File: config.mk
export PLATFORM = sky130hd
export DESIGN_NAME = wb_port_arbiter
export DESIGN_NICKNAME = d
export VERILOG_FILES = /design/src/rtl/wb_port_arbiter.sv
export SDC_FILE = /design/constraint.sdc
export NUM_CORES = 1
export LEC_CHECK = 0
export CAP_MARGIN = 30
export CORE_UTILIZATION = 41
export CTS_CLUSTER_SIZE = 28
export DETAILED_ROUTE_END_ITERATION = 6
export DONT_BUFFER_PORTS = 1
export GPL_ROUTABILITY_DRIVEN = 0
export GPL_TIMING_DRIVEN = 0
export MAX_ROUTING_LAYER = met4
export PLACE_DENSITY = 0.58
export SKIP_CTS_REPAIR_TIMING = 1
export SLEW_MARGIN = 20
export SYNTH_ARGS = -nofsm -noshare
export SYNTH_HDL_FRONTEND = slang
export SYNTH_SLANG_ARGS = --single-unit
File: constraint.sdc
create_clock -name clk -period 3 [get_ports clk]
set_clock_uncertainty 0.1 [all_clocks]
set_input_delay 0.3 -clock clk [delete_from_list [all_inputs] [get_ports clk]]
set_output_delay 0.3 -clock clk [all_outputs]
set_load 0.005 [all_outputs]
File: src/rtl/wb_port_arbiter.sv
// Register-file write-port arbiter: pipeline writeback has priority, long-latency results queue
// in a FIFO and drain into idle slots. Optional macro WB_BYPASS_EN enables zero-latency retire.
module wb_port_arbiter #(
   parameter int unsigned FIFO_DEPTH   = 4,
   parameter int unsigned STARVE_LIMIT = 8
) (
   input  logic                          clk,
   input  logic                          rst,
   input  logic                          wb_regs_write,
   input  logic [4:0]                    wb_rd,
   input  logic [31:0]                   wb_wdata,
   input  logic                          lu_valid,
   input  logic [4:0]                    lu_rd,
   input  logic [31:0]                   lu_wdata,
   output logic                          lu_ready,
   output logic                          rf_we,
   output logic [4:0]                    rf_waddr,
   output logic [31:0]                   rf_wdata,
   output logic                          wb_stall_req,
   output logic [$clog2(FIFO_DEPTH):0]   fifo_count
);

   localparam int unsigned PW = $clog2(FIFO_DEPTH);
   localparam int unsigned CW = $clog2(STARVE_LIMIT);
   localparam logic [PW:0]   FullCount = (PW + 1)'(FIFO_DEPTH);
   localparam logic [CW-1:0] StarveMax = CW'(STARVE_LIMIT - 1);

   typedef enum logic [0:0] {S_PIPE, S_FORCE} state_e;

   state_e        state_q, state_d;
   logic [PW-1:0] wr_ptr_q, wr_ptr_d;
   logic [PW-1:0] rd_ptr_q, rd_ptr_d;
   logic [PW:0]   count_q, count_d;
   logic [CW-1:0] starve_q, starve_d;

   logic [4:0]    rd_mem   [FIFO_DEPTH];
   logic [31:0]   data_mem [FIFO_DEPTH];

   logic fifo_empty, fifo_full, stall, pipe_wr, bypass, push, pop;

   assign fifo_empty   = (count_q == '0);
   assign fifo_full    = (count_q == FullCount);
   assign stall        = (state_q == S_FORCE);
   assign wb_stall_req = stall;
   assign fifo_count   = count_q;
   // Readiness looks only at the current count, so a pop cannot free a slot in the same cycle.
   assign lu_ready     = !rst && !fifo_full;
   assign pipe_wr      = wb_regs_write && (wb_rd != 5'd0) && !stall;

`ifdef WB_BYPASS_EN
   assign bypass = !rst && fifo_empty && !pipe_wr && !stall && lu_valid && (lu_rd != 5'd0);
`else
   assign bypass = 1'b0;
`endif

   // x0 results complete the handshake but are dropped.
   assign push = lu_valid && lu_ready && (lu_rd != 5'd0) && !bypass;

   always_comb begin
      rf_we    = 1'b0;
      rf_waddr = '0;
      rf_wdata = '0;
      pop      = 1'b0;
      if (!rst) begin
         if (pipe_wr) begin
            rf_we    = 1'b1;
            rf_waddr = wb_rd;
            rf_wdata = wb_wdata;
         end else if (!fifo_empty) begin
            rf_we    = 1'b1;
            rf_waddr = rd_mem[rd_ptr_q];
            rf_wdata = data_mem[rd_ptr_q];
            pop      = 1'b1;
         end else if (bypass) begin
            rf_we    = 1'b1;
            rf_waddr = lu_rd;
            rf_wdata = lu_wdata;
         end
      end
   end

   always_comb begin
      wr_ptr_d = wr_ptr_q;
      rd_ptr_d = rd_ptr_q;
      count_d  = count_q;
      starve_d = starve_q;
      state_d  = state_q;

      if (push) wr_ptr_d = wr_ptr_q + PW'(1);
      if (pop)  rd_ptr_d = rd_ptr_q + PW'(1);
      if (push && !pop)      count_d = count_q + (PW + 1)'(1);
      else if (!push && pop) count_d = count_q - (PW + 1)'(1);

      if (fifo_empty || pop)      starve_d = '0;
      else if (starve_q != StarveMax) starve_d = starve_q + CW'(1);

      unique case (state_q)
         S_PIPE: begin
            if ((starve_q == StarveMax) && !fifo_empty && !pop) state_d = S_FORCE;
         end
         // The stall suppresses pipe_wr, so the head drains through the normal select path.
         S_FORCE: state_d = S_PIPE;
         default: state_d = S_PIPE;
      endcase
   end

   always_ff @(posedge clk) begin
      if (rst) begin
         state_q  <= S_PIPE;
         wr_ptr_q <= '0;
         rd_ptr_q <= '0;
         count_q  <= '0;
         starve_q <= '0;
      end else begin
         state_q  <= state_d;
         wr_ptr_q <= wr_ptr_d;
         rd_ptr_q <= rd_ptr_d;
         count_q  <= count_d;
         starve_q <= starve_d;
      end
   end

   always_ff @(posedge clk) begin
      if (push) begin
         rd_mem[wr_ptr_q]   <= lu_rd;
         data_mem[wr_ptr_q] <= lu_wdata;
      end
   end

endmodule
# Yosys cells after proc, flatten, opt, wreduce, memory -nomap -nowiden
# Memories as Yosys holds them, arrays and structs flattened. A register that Yosys moved wholly into a read port is not among the register bits.
# Cells that the tools add are included.
# op_classes
mux	21
n_addsub	5
n_reduce_logical	21
bitwise_logic	1
eq_ne	3
# op_table
cell	n
32-bit two-way mux	3
5-bit two-way mux	3
5-bit nonzero test	2
1-bit logical AND	9
1-bit two-way mux	8
2-bit two-way mux	4
3-bit by 1-bit adder with 3-bit output, second input constant	2
3-bit == test, second input constant	2
1-bit zero test	6
3-bit two-way mux	2
2-bit by 1-bit adder with 2-bit output, second input constant	2
3-bit zero test	1
3-bit inequality test, second input constant	1
3-bit by 1-bit subtractor with 3-bit output, second input constant	1
1-bit case mux with 2 select lines	1
2-bit nonzero test	1
2-bit OR reduction	1
1-bit logical OR	1
1-bit NOT	1
# word_totals
output_inout_bits	43
mem_count	2
ram_bits	148
in_bits	78
regBits	11
word_cells	58
# memory_table
memory	words	word_bits	rd	rd_ports_with_merged_regs	wr	line_no	source
data_mem	4	32	1	1	1	37	logic [31:0] data_mem [FIFO_DEPTH];
rd_mem	4	5	1	1	1	36	logic [4:0] rd_mem [FIFO_DEPTH];

# Logic depth before layout (Yosys ltp)
# Gate-level depths: netlist of the first run.
# logic_depth
word_depth	9
mapped_depth	11
depth_no_buf	9

# Worst setup path after synthesis of the first run
# OpenSTA, ideal clock, no wires.
# synth_timing
path_kind	reg-to-reg
start	reg count_q[0], in the netlist fifo_count[0]
end	reg count_q[2], in the netlist fifo_count[2]
synth_period_minus_slack_ps	2588
n_path_buf	2
path_stages_with_launch	12
path_slack_ps	412
t_required_ps	2830
setup_time_ps	70
arrival_ps	2418
cell_sequence	dfxtp_1 > nor3_1 > nor2_1 > clkbuf_1 > clkbuf_1 > nand2_1 > ha_1 > inv_1 > fa_1 > xor2_1 > or3_1 > a21oi_1
# synth_between
elab_chain_len	8
word_cells_on_any_way	18
cone_classes	add/sub: 2; eq/ne: 1; mux: 5; reduce/logical: 10
# synth_lines
item	line_no	source
start: declaration	33	logic [PW:0] count_q, count_d;
start signal: assignment	118	count_q <= count_d;
3-bit == test	42	assign fifo_full = (count_q == FullCount);
1-bit zero test	47	assign lu_ready = !rst && !fifo_full;
1-bit logical AND	47	
1-bit logical AND (2 in series)	57	assign push = lu_valid && lu_ready && (lu_rd != 5'd0) && !bypass;
1-bit zero test	92	else if (!push && pop) count_d = count_q - (PW + 1)'(1);
1-bit logical AND	92	
2-bit nonzero test (no line)	-	
# Parallel ways exist; a longest one is shown, timed or not. The select of a mux whose other input is x is not followed.
# A chain may end at the register's enable or synchronous reset.

==> out/metrics.cfg, run 1 <==
[clock_network]
tritoncts = yes
cts.sink_count = 161
cts_buffers = 17
clk_transition_reported_paths_ps = 60
cts_htree_levels = 4
insertion_delay_ps = 410
cts_buffer_depth = 2
clock_tree.root_cell = sky130_fd_sc_hd__clkbuf_16

[synthesis]
postSynthRegisterBits = 161
post_synth_main_area_contributors = sky130_fd_sc_hd__edfxtp_1 (67%), sky130_fd_sc_hd__mux4_2 (13%), sky130_fd_sc_hd__dfxtp_1 (3.9%)
synth_largest_area_cell = sky130_fd_sc_hd__edfxtp_1
synth_cell_types = 28
mappedNetlistArea_mm2 = 0.00664
synth_fp_nets = 469
yosys_warns = 0
gate_count_of_the_mapped_netlist = 383
syn_avg_cell_area_um2 = 17.3
synth-seq-area-share_pct = 70.9
synth.top_cell.area_share_pct = 67.0

[final_layout]
stdcell_count = 673
final_cell_mix = sky130_fd_sc_hd__edfxtp_1 (148), sky130_fd_sc_hd__o21ai_0 (38), sky130_fd_sc_hd__dlygate4sd3_1 (38)
layout.cell_area.non_filler_mm2 = 0.00796
finish.utilization_pct = 50.3
final.fill_count = 1355
post_route_cells_drive_above_1_share_pct = 19.5
mostFrequentLayoutCell = sky130_fd_sc_hd__edfxtp_1
layout_stage_area_growth_over_the_synthesis_result_pct = 20.0
antenna_cells_inserted = 0
nNetsFinal = 530

[routing]
routed-via-count = 3592
routedWlPerCell_um = 20.6
drt_first_iter_violations = 190
drt-total-wl_um = 13900
drc_errors = 0
dr.pass1.iters = 4
route.detailed.vias_per_inst = 5.34
antenna_violating_nets_post_route = 0

[critical_path]
timing.critical_path.mode_cell = sky130_fd_sc_hd__clkbuf_1
crit_path_end_kind = output port
worst-setup-path-type = register to output port
max_stage_delay_ps = 560
cp.required_ps = 2600
timing.critical_path.fanout_max = 10
reg2regPathDepth = 11
crit_chain = clkbuf_1, clkbuf_1, mux4_2, nand3_1, o21ai_0
cpMaxStageDelayCell = sky130_fd_sc_hd__clkbuf_1
crit_arrival_ps = 2400
worst_setup_sp_type = register

[power]
power.static_leakage_nw = 2.53
fin_total_pwr_mw = 5.83
peakVddDrop_uv = 419
power.density_mw_per_mm2 = 733

[global_routing]
grt-ovfl-total = 0
antenna_violations_before_repair = 0
globalRouteTotalUtil_pct = 17.6
grt_pass1_vias = 3542
grt_first_pass_wirelength_um = 20100
grt_start_max_net_pins = 21

[floorplan]
core_mm2 = 0.0158
die_width_um = 129
die_h_um = 129
initial_utilization_pct = 41.9
num_rows = 46
io_pins = 121
floorplan.die_area_mm2 = 0.0167

[sta]
finalCritPeriodShare_pct = 93.2
fin_tns_setup_ps = 0
slew_headroom_pct = 55.7
drv_slew = 0
fmax_mhz = 358
worst_slew_pin_slew_ps = 664
finalCriticalPeriod_ps = 2800
final_setup_fails = 0
final.hold.worst_slack_ps = 92.3
setup_ws_ps = 204
timing.final.hold_violations = 0
setup_repair_after_global_routing_missed_its_margin = false

[run_status]
outcome = finished, final reports clean

[placement]
post-place-cells = 603
hpwlAfterDp_um = 8990
dp_worst_setup_slack_ps = -320
port_buffers = 0
dpl-instance-area_mm2 = 0.00701

[run]
maxCapViolations = 0

[worst_hold_path]
worst_hold_path.num_cells = 2
min-delay-path-class = primary input to register

-- critical path: cells and delay by family, from the launching register on --
| kind | cells | cell delay [ps] |
|---|---|---|
| AOI/OAI and AO/OA | 1 | 130 |
| buffers and inverters | 2 | 1020 |
| DFF | 1 | 300 |
| muxes | 1 | 400 |
| and+or+nand+nor | 1 | 130 |
-- state kept, by name, indices dropped and copies added, names as in the netlist, named ones only --
signal	flops
wr_ptr_q	2
rd_ptr_q	2
data_mem	128
rd_mem	20
starve_q	3
fifo_count	3
wb_stall_req	1
-- final timing paths --
kind / end / slack [ps] / from
setup / recovery: rf_wdata[1] / 200 / register
hold / removal: wr_ptr_q[1]$_SDFFE_PP0P_ / 90 / lu_valid
setup reg to reg: fifo_count[2]$_SDFFE_PP0P_ / 240 / fifo_count[0]$_SDFFE_PP0P_
hold reg to reg: wb_stall_req$_SDFF_PP0_ / 370 / wb_stall_req$_SDFF_PP0_
-- Yosys cell counts --
library cell               number
sky130_fd_sc_hd__nand2b_1      35
sky130_fd_sc_hd__o21ai_0       38
sky130_fd_sc_hd__edfxtp_1     148
sky130_fd_sc_hd__buf_2          9
sky130_fd_sc_hd__nand3_1       34
sky130_fd_sc_hd__o21bai_2       1
sky130_fd_sc_hd__and2_1         1
sky130_fd_sc_hd__dfxtp_1       13
sky130_fd_sc_hd__mux4_2        37
sky130_fd_sc_hd__and3_1         4
sky130_fd_sc_hd__nor3b_1        2
sky130_fd_sc_hd__nand2_1        2
sky130_fd_sc_hd__xor2_1         3
sky130_fd_sc_hd__a21oi_1        4
sky130_fd_sc_hd__ha_1           7
sky130_fd_sc_hd__inv_1          4
sky130_fd_sc_hd__a32o_1         5
sky130_fd_sc_hd__nor3_1         1
sky130_fd_sc_hd__o31ai_1        1
sky130_fd_sc_hd__o21ba_4        1
sky130_fd_sc_hd__mux2i_1        3
sky130_fd_sc_hd__fa_1           1
sky130_fd_sc_hd__or3_1          3
sky130_fd_sc_hd__or4_4          1
sky130_fd_sc_hd__clkbuf_1      15
sky130_fd_sc_hd__a211oi_1       1
sky130_fd_sc_hd__nor4_1         1
sky130_fd_sc_hd__nor2_1         8
-- report_power, final --
group	total, mW	leakage, nW	switching, mW	internal [mW]
logic	1.11	0.816	0.601	0.513
registers	2.69	1.45	0.0721	2.62
clock network	2.02	0.262	0.812	1.21
total	5.83	2.53	1.49	4.35
-- layer usage --
| metal | GRT usage [%] | up-vias | part of all wire (%) |
|---|---|---|---|
| met5 | - | - | 0 |
| met4 | 6.09 | 0 | 1.3 |
| met3 | 5.57 | 13 | 4.3 |
| met2 | 29.4 | 95 | 53 |
| met1 | 20.0 | 1840 | 41 |
| li1 | - | 1644 | - |
-- area by class of cell --
type                       instances  area, um^2  area share, %
clock buffer                      20         437           5.48
sequential                       161        4700           59.1
timing repair buffer              42         475           5.97
inverter                           4        15.0          0.189
tap                              216         270           3.39
multi-input combinational        194        1840           23.1
clock inverter                    12         118           1.48
buffer                            24         106           1.34
-- logic make-up (layout without fill, tap and decap cells) --
| group | Yosys count | in the layout | synth area share [%] |
|---|---|---|---|
| buf+inv | 28 | 102 | 1.75 |
| xor+xnor | 3 | 3 | 0.396 |
| fa+ha+maj | 8 | 8 | 1.62 |
| compound gates | 51 | 51 | 4.56 |
| mux | 40 | 40 | 13.0 |
| flops | 161 | 161 | 70.9 |
| simple gates | 92 | 92 | 7.75 |
No activity file was read; power rests on OpenSTA's default activity.
==> run 2: changes to the inputs <==
--- a/config.mk
+++ b/config.mk
@@ -13,7 +13,7 @@
 export GPL_ROUTABILITY_DRIVEN = 0
 export GPL_TIMING_DRIVEN = 0
 export MAX_ROUTING_LAYER = met4
-export PLACE_DENSITY = 0.58
+export PLACE_DENSITY = 0.6
 export SKIP_CTS_REPAIR_TIMING = 1
 export SLEW_MARGIN = 20
 export SYNTH_ARGS = -nofsm -noshare
==> constraint.sdc (replaced) <==
create_clock -name clk -period 2.5 [get_ports clk]
set_clock_uncertainty 0.1 [all_clocks]
set_input_delay 0.25 -clock clk [delete_from_list [all_inputs] [get_ports clk]]
set_output_delay 0.25 -clock clk [all_outputs]
set_load 0.005 [all_outputs]
==> out/metrics.cfg, run 2 (synthesis results as in run 1) <==
[run_status]
outcome = finished, final reports clean  ; unchanged

[routing]
drt-total-wl_um = 14300  ; was 13,900 um
drt_first_iter_violations = 178  ; was 190
dr.pass1.iters = 4  ; unchanged
route.detailed.vias_per_inst = 5.38  ; was 5.34
drc_errors = 0  ; unchanged
antenna_violating_nets_post_route = 0  ; unchanged
routed-via-count = 3651  ; was 3,592
routedWlPerCell_um = 21.1  ; was 20.6 um

[final_layout]
largest_reg_flops = 128  ; unchanged
final.fill_count = 1337  ; was 1,355
registers.top_by_ff_count = data_mem  ; unchanged
post_route_cells_drive_above_1_share_pct = 23.3  ; was 19.5%
biggestRegsByFlops = data_mem x128, rd_mem x20  ; unchanged
multi_input_comb_area_mm2 = 0.00188  ; was 0.00184 mm^2
layout_stage_area_growth_over_the_synthesis_result_pct = 21.9  ; was 20.0%
ff_latch_area_mm2 = 0.00471  ; was 0.00470 mm^2
antenna_cells_inserted = 0  ; unchanged
nNetsFinal = 536  ; was 530
mostFrequentLayoutCell = sky130_fd_sc_hd__edfxtp_1  ; unchanged
final_cell_mix = sky130_fd_sc_hd__edfxtp_1 (148), sky130_fd_sc_hd__o21ai_0 (38), sky130_fd_sc_hd__dlygate4sd3_1 (38)  ; unchanged

[global_routing]
grt-ovfl-total = 0  ; unchanged
grt_first_pass_wirelength_um = 20800  ; was 20,100 um
grt.met3_usage_pct = 5.24  ; was 5.57%
grt_start_max_net_pins = 25  ; was 21
gr-usage-met1_pct = 21.5  ; was 20.0%
globalRouteMet2Util_pct = 30.1  ; was 29.4%
antenna_violations_before_repair = 0  ; unchanged
grt_pass1_vias = 3568  ; was 3,542
busiest_layer = met2  ; unchanged
globalRouteTotalUtil_pct = 18.2  ; was 17.6%

[clock_network]
cts_htree_levels = 4  ; unchanged
clk_transition_reported_paths_ps = 60  ; about the same
insertion_delay_ps = 420  ; was 410 ps
cts_buffers = 17  ; unchanged
tritoncts = yes  ; unchanged
clock_tree.root_cell = sky130_fd_sc_hd__clkbuf_16  ; unchanged
cts.sink_count = 161  ; unchanged
cts_buffer_depth = 2  ; unchanged

[sta]
final.hold.worst_slack_ps = 33.1  ; was 92.3 ps
fmax_mhz = 413
worst_slew_pin_slew_ps = 670  ; was 664 ps
drv_slew = 0  ; unchanged
fin_tns_setup_ps = 0  ; unchanged
setup_repair_after_global_routing_missed_its_margin = true  ; was false
slew_headroom_pct = 55.3  ; was 55.7%
finalCriticalPeriod_ps = 2420
setup_ws_ps = 80.2  ; was 204 ps
finalCritPeriodShare_pct = 96.8
timing.final.hold_violations = 0  ; unchanged
final_setup_fails = 0  ; unchanged

[power]
power.density_mw_per_mm2 = 890  ; was 733 mW/mm^2
fin_total_pwr_mw = 7.20  ; was 5.83 mW
peakVddDrop_uv = 528  ; was 419 uV
power.static_leakage_nw = 2.58  ; was 2.53 nW

[critical_path]
cp.required_ps = 2150  ; was 2600 ps
crit_path_end_kind = output port  ; unchanged
worst-setup-path-type = register to output port  ; unchanged
worst_setup_sp_type = register  ; unchanged
timing.critical_path.fanout_max = 10  ; unchanged
crit_arrival_ps = 2070  ; was 2400 ps

[worst_hold_path]
min-delay-path-class = primary input to register  ; unchanged

[placement]
hpwlAfterDp_um = 9140  ; was 8990 um
port_buffers = 0  ; unchanged
dp_worst_setup_slack_ps = -529  ; was -320 ps

[floorplan]
num_rows = 46  ; unchanged
core_mm2 = 0.0158  ; unchanged
io_pins = 121  ; unchanged
floorplan.die_area_mm2 = 0.0167  ; unchanged
initial_utilization_pct = 41.9  ; unchanged
die_h_um = 129  ; unchanged
die_width_um = 129  ; unchanged

[run]
maxCapViolations = 0  ; unchanged

## run 2: cell count changes in the layout (fill, tap and decap cells not counted), sizes merged
cell,delta
clkbuf,-1
buf,+7
## run 2: final timing paths
path / startpoint / depth (start not counted) / to / slack, ps
worst max-delay path: fifo_count[0]$_SDFFE_PP0P_ / 6 / rf_wdata[9] / 80
worst min-delay path: lu_valid / 2 / wr_ptr_q[1]$_SDFFE_PP0P_ / 30
worst max register to register: fifo_count[2]$_SDFFE_PP0P_ / 11 / fifo_count[2]$_SDFFE_PP0P_ / 90
worst min register to register: wb_stall_req$_SDFF_PP0_ / 1 / wb_stall_req$_SDFF_PP0_ / 360
## run 2: worst max-delay path, cell delays in order, from the launching register on
cell and delay (ps):
sky130_fd_sc_hd__dfxtp_2 420, sky130_fd_sc_hd__nor3_4 80, sky130_fd_sc_hd__nor2_4 130, sky130_fd_sc_hd__buf_4 130
sky130_fd_sc_hd__clkbuf_1 510, sky130_fd_sc_hd__nand3_1 220, sky130_fd_sc_hd__o21ai_0 160
## run 2: stage by stage
| stage | utilization (%) | instance area [um^2] | std cells |
|---|---|---|---|
| after global placement | 43.7 | 6920 | 599 |
| after CTS | 47.7 | 7560 | 635 |
| after floorplan | - | 6650 | 383 |
| after global routing | 51.1 | 8090 | 679 |
| final | 51.1 | 8090 | 679 |
| after detailed placement | 44.2 | 7000 | 603 |
## run 2: power breakdown
group,switching [mW],leakage (nW),internal [mW],total [mW]
Sequential,0.0986,1.45,3.15,3.25
Combinational,0.762,0.866,0.736,1.50
Clock,0.996,0.262,1.45,2.45
## run 2: area by class of cell
type                    count  share of cell area, %
inverters                   4                  0.186
clock inverters            12                   1.45
clock buffers              20                   5.40
multi-input cells         194                   23.2
well taps                 216                   3.34
repair buffers             49                   6.34
plain buffers              23                   1.79
flip-flops and latches    161                   58.3
## run 2: routing by layer
metal  up-vias  share of wire [%]
met5         -                  0
met4         0                1.1
li1       1657                  -
met2       106                 52
met1      1876                 41
met3        12                5.3
==> run 3: changes to the inputs <==
--- a/config.mk
+++ b/config.mk
@@ -6,6 +6,8 @@
 export NUM_CORES = 1
 export LEC_CHECK = 0
 export CAP_MARGIN = 30
+export CELL_PAD_IN_SITES_DETAIL_PLACEMENT = 1
+export CELL_PAD_IN_SITES_GLOBAL_PLACEMENT = 1
 export CORE_UTILIZATION = 41
 export CTS_CLUSTER_SIZE = 28
 export DETAILED_ROUTE_END_ITERATION = 6
@@ -13,7 +15,8 @@
 export GPL_ROUTABILITY_DRIVEN = 0
 export GPL_TIMING_DRIVEN = 0
 export MAX_ROUTING_LAYER = met4
-export PLACE_DENSITY = 0.6
+export PLACE_DENSITY = 0.69
+export RECOVER_POWER = 50
 export SKIP_CTS_REPAIR_TIMING = 1
 export SLEW_MARGIN = 20
 export SYNTH_ARGS = -nofsm -noshare
==> out/metrics.cfg, run 3 (synthesis results as in run 1) <==
[final_layout]
final_cell_mix = sky130_fd_sc_hd__edfxtp_1 (148), sky130_fd_sc_hd__o21ai_0 (38), sky130_fd_sc_hd__dlygate4sd3_1 (38)  ; unchanged
antenna_cells_inserted = 0  ; unchanged
finish.utilization_pct = 51.5  ; was 51.1%
nNetsFinal = 539  ; was 536
final.fill_count = 1497  ; was 1,337
biggestRegsByFlops = data_mem x128, rd_mem x20  ; unchanged
post_route_cells_drive_above_1_share_pct = 23.6  ; was 23.3%
layout_stage_area_growth_over_the_synthesis_result_pct = 22.7  ; was 21.9%
registers.top_by_ff_count = data_mem  ; unchanged
mostFrequentLayoutCell = sky130_fd_sc_hd__edfxtp_1  ; unchanged
largest_reg_flops = 128  ; unchanged

[sta]
final_setup_fails = 0  ; unchanged
timing.final.hold_violations = 0  ; unchanged
drv_slew = 0  ; unchanged
final.hold.worst_slack_ps = 185  ; was 33.1 ps
fmax_mhz = 413  ; about the same
fin_tns_setup_ps = 0  ; unchanged
finalCriticalPeriod_ps = 2420  ; about the same
worst_slew_pin_slew_ps = 721  ; was 670 ps
slew_headroom_pct = 52.0  ; was 55.3%
finalCritPeriodShare_pct = 96.9  ; was 96.8%

[routing]
drc_errors = 0  ; unchanged
dr.pass1.iters = 4  ; unchanged
route.detailed.vias_per_inst = 5.45  ; was 5.38
antenna_violating_nets_post_route = 0  ; unchanged
routedWlPerCell_um = 21.8  ; was 21.1 um
drt_first_iter_violations = 176  ; was 178
routed-via-count = 3717  ; was 3,651
drt-total-wl_um = 14900  ; was 14,300 um

[clock_network]
tritoncts = yes  ; unchanged
clock_tree.root_cell = sky130_fd_sc_hd__clkbuf_16  ; unchanged
cts.sink_count = 161  ; unchanged
clk_transition_reported_paths_ps = 60  ; about the same
cts_buffer_depth = 2  ; unchanged
cts_buffers = 17  ; unchanged
insertion_delay_ps = 420  ; about the same
cts_htree_levels = 4  ; unchanged

[power]
power.static_leakage_nw = 2.61  ; was 2.58 nW
power.density_mw_per_mm2 = 890  ; about the same
peakVddDrop_uv = 514  ; was 528 uV
combPwrFrac_pct = 21.2  ; was 20.8%
total_switching_power_mw = 1.84  ; was 1.86 mW
p_clk_share_pct = 33.9  ; was 34.0%
fin_total_pwr_mw = 7.25  ; was 7.20 mW
p_int_mw = 5.41  ; was 5.34 mW
p_seq_share_pct = 44.9  ; was 45.2%
switching_part_of_the_total_power_pct = 25.3  ; was 25.8%

[floorplan]
io_pins = 121  ; unchanged
num_rows = 46  ; unchanged
initial_utilization_pct = 41.9  ; unchanged
core_mm2 = 0.0158  ; unchanged
floorplan.die_area_mm2 = 0.0167  ; unchanged
die_h_um = 129  ; unchanged
die_width_um = 129  ; unchanged

[critical_path]
crit_path_end_kind = register  ; was output port
rr_endpoint = fifo_count[2]$_SDFFE_PP0P_  ; unchanged
regToRegStartpoint = fifo_count[1]$_SDFFE_PP0P_  ; was fifo_count[2]$_SDFFE_PP0P_
timing.critical_path.fanout_max = 5  ; was 10
worst_setup_path_endpoint = fifo_count[2]$_SDFFE_PP0P_  ; was rf_wdata[9]
worst_setup_sp_type = register  ; unchanged
reg2regPathDepth = 11  ; unchanged
cp.required_ps = 2740  ; was 2150 ps
worst-setup-path-type = register to register  ; was register to output port
critPathLaunch = fifo_count[1]$_SDFFE_PP0P_  ; was fifo_count[0]$_SDFFE_PP0P_
crit_arrival_ps = 2660  ; was 2070 ps
r2r_slack_ps = 80  ; was 90 ps

[run_status]
outcome = finished, final reports clean  ; unchanged

[worst_hold_path]
min-delay-start = wb_rd[1]  ; was lu_valid
min-delay-path-class = primary input to register  ; unchanged

[global_routing]
grt_start_max_net_pins = 21  ; was 25
antenna_violations_before_repair = 0  ; unchanged
grt-ovfl-total = 0  ; unchanged
grt_first_pass_wirelength_um = 21300  ; was 20,800 um
globalRouteTotalUtil_pct = 18.8  ; was 18.2%
grt_pass1_vias = 3723  ; was 3,568

[placement]
port_buffers = 0  ; unchanged
hpwlAfterDp_um = 9440  ; was 9140 um

[run]
maxCapViolations = 0  ; unchanged

==> run 3: metal layers <==
metal  wire [um]  global-route usage [%]  vias up  part of all wire (%)
met1        6350                    22.8     1937                    43
met5           0                       -        -                     0
met3         674                    5.49       12                   4.5
met2        7680                    30.0      106                    52
met4         156                    6.64        0                   1.0
li1            -                       -     1662                     -
==> run 3: how the worst min path moves through the flow <==
stage                                 to  depth (start not counted)
5_1_grt         wr_ptr_q[0]$_SDFFE_PP0P_                          5
3_5_place_dp   data_mem[1][23]$_DFFE_PP_                          0
4_1_cts           rd_mem[2][0]$_DFFE_PP_                          0
2_1_floorplan   data_mem[0][0]$_DFFE_PP_                          0
6_report                        register                          3
3_3_place_gp    data_mem[2][6]$_DFFE_PP_                          0
==> run 3: power by group through the flow <==
stage               sequential (mW)  combinational, mW  clock [mW]
finish                         3.25               1.53        2.46
global route                   3.28               1.68        2.60
CTS                            3.23               1.30        2.50
detailed placement             3.29               1.29           0
global placement               3.28               1.24           0
floorplan                      3.27              0.955           0
==> run 3: critical path, stage by stage, from the launching register on <==
cell,delay (ps)
sky130_fd_sc_hd__dfxtp_4,370
sky130_fd_sc_hd__nor3_4,270
sky130_fd_sc_hd__nor2_4,90
sky130_fd_sc_hd__buf_6,150
sky130_fd_sc_hd__buf_8,110
sky130_fd_sc_hd__nand2_4,60
sky130_fd_sc_hd__ha_4,130
sky130_fd_sc_hd__inv_2,40
sky130_fd_sc_hd__fa_2,370
sky130_fd_sc_hd__xor2_2,160
sky130_fd_sc_hd__or3_1,370
sky130_fd_sc_hd__a21oi_2,120
==> run 3: through the flow <==
| step | cells | area (um^2) | setup WS [ps] |
|---|---|---|---|
| 2_1_floorplan | 383 | 6650 | 34.6 |
| 3_3_place_gp | 599 | 6920 | -727 |
| 3_5_place_dp | 603 | 7000 | -651 |
| 4_1_cts | 635 | 7570 | -542 |
| 5_1_grt | 682 | 8140 | -28.4 |
| 6_report | 682 | 8140 | 78.2 |
==> run 3: cell type report <==
type | count | area (um^2) | share of cell area (%)
tap | 216 | 270 | 3.32
inverter | 4 | 15.0 | 0.184
clock inverter | 3 | 17.5 | 0.215
multi-input combinational | 194 | 1880 | 23.1
sequential | 161 | 4710 | 57.9
clock buffer | 29 | 554 | 6.81
timing repair buffer | 52 | 548 | 6.73
buffer | 23 | 144 | 1.77
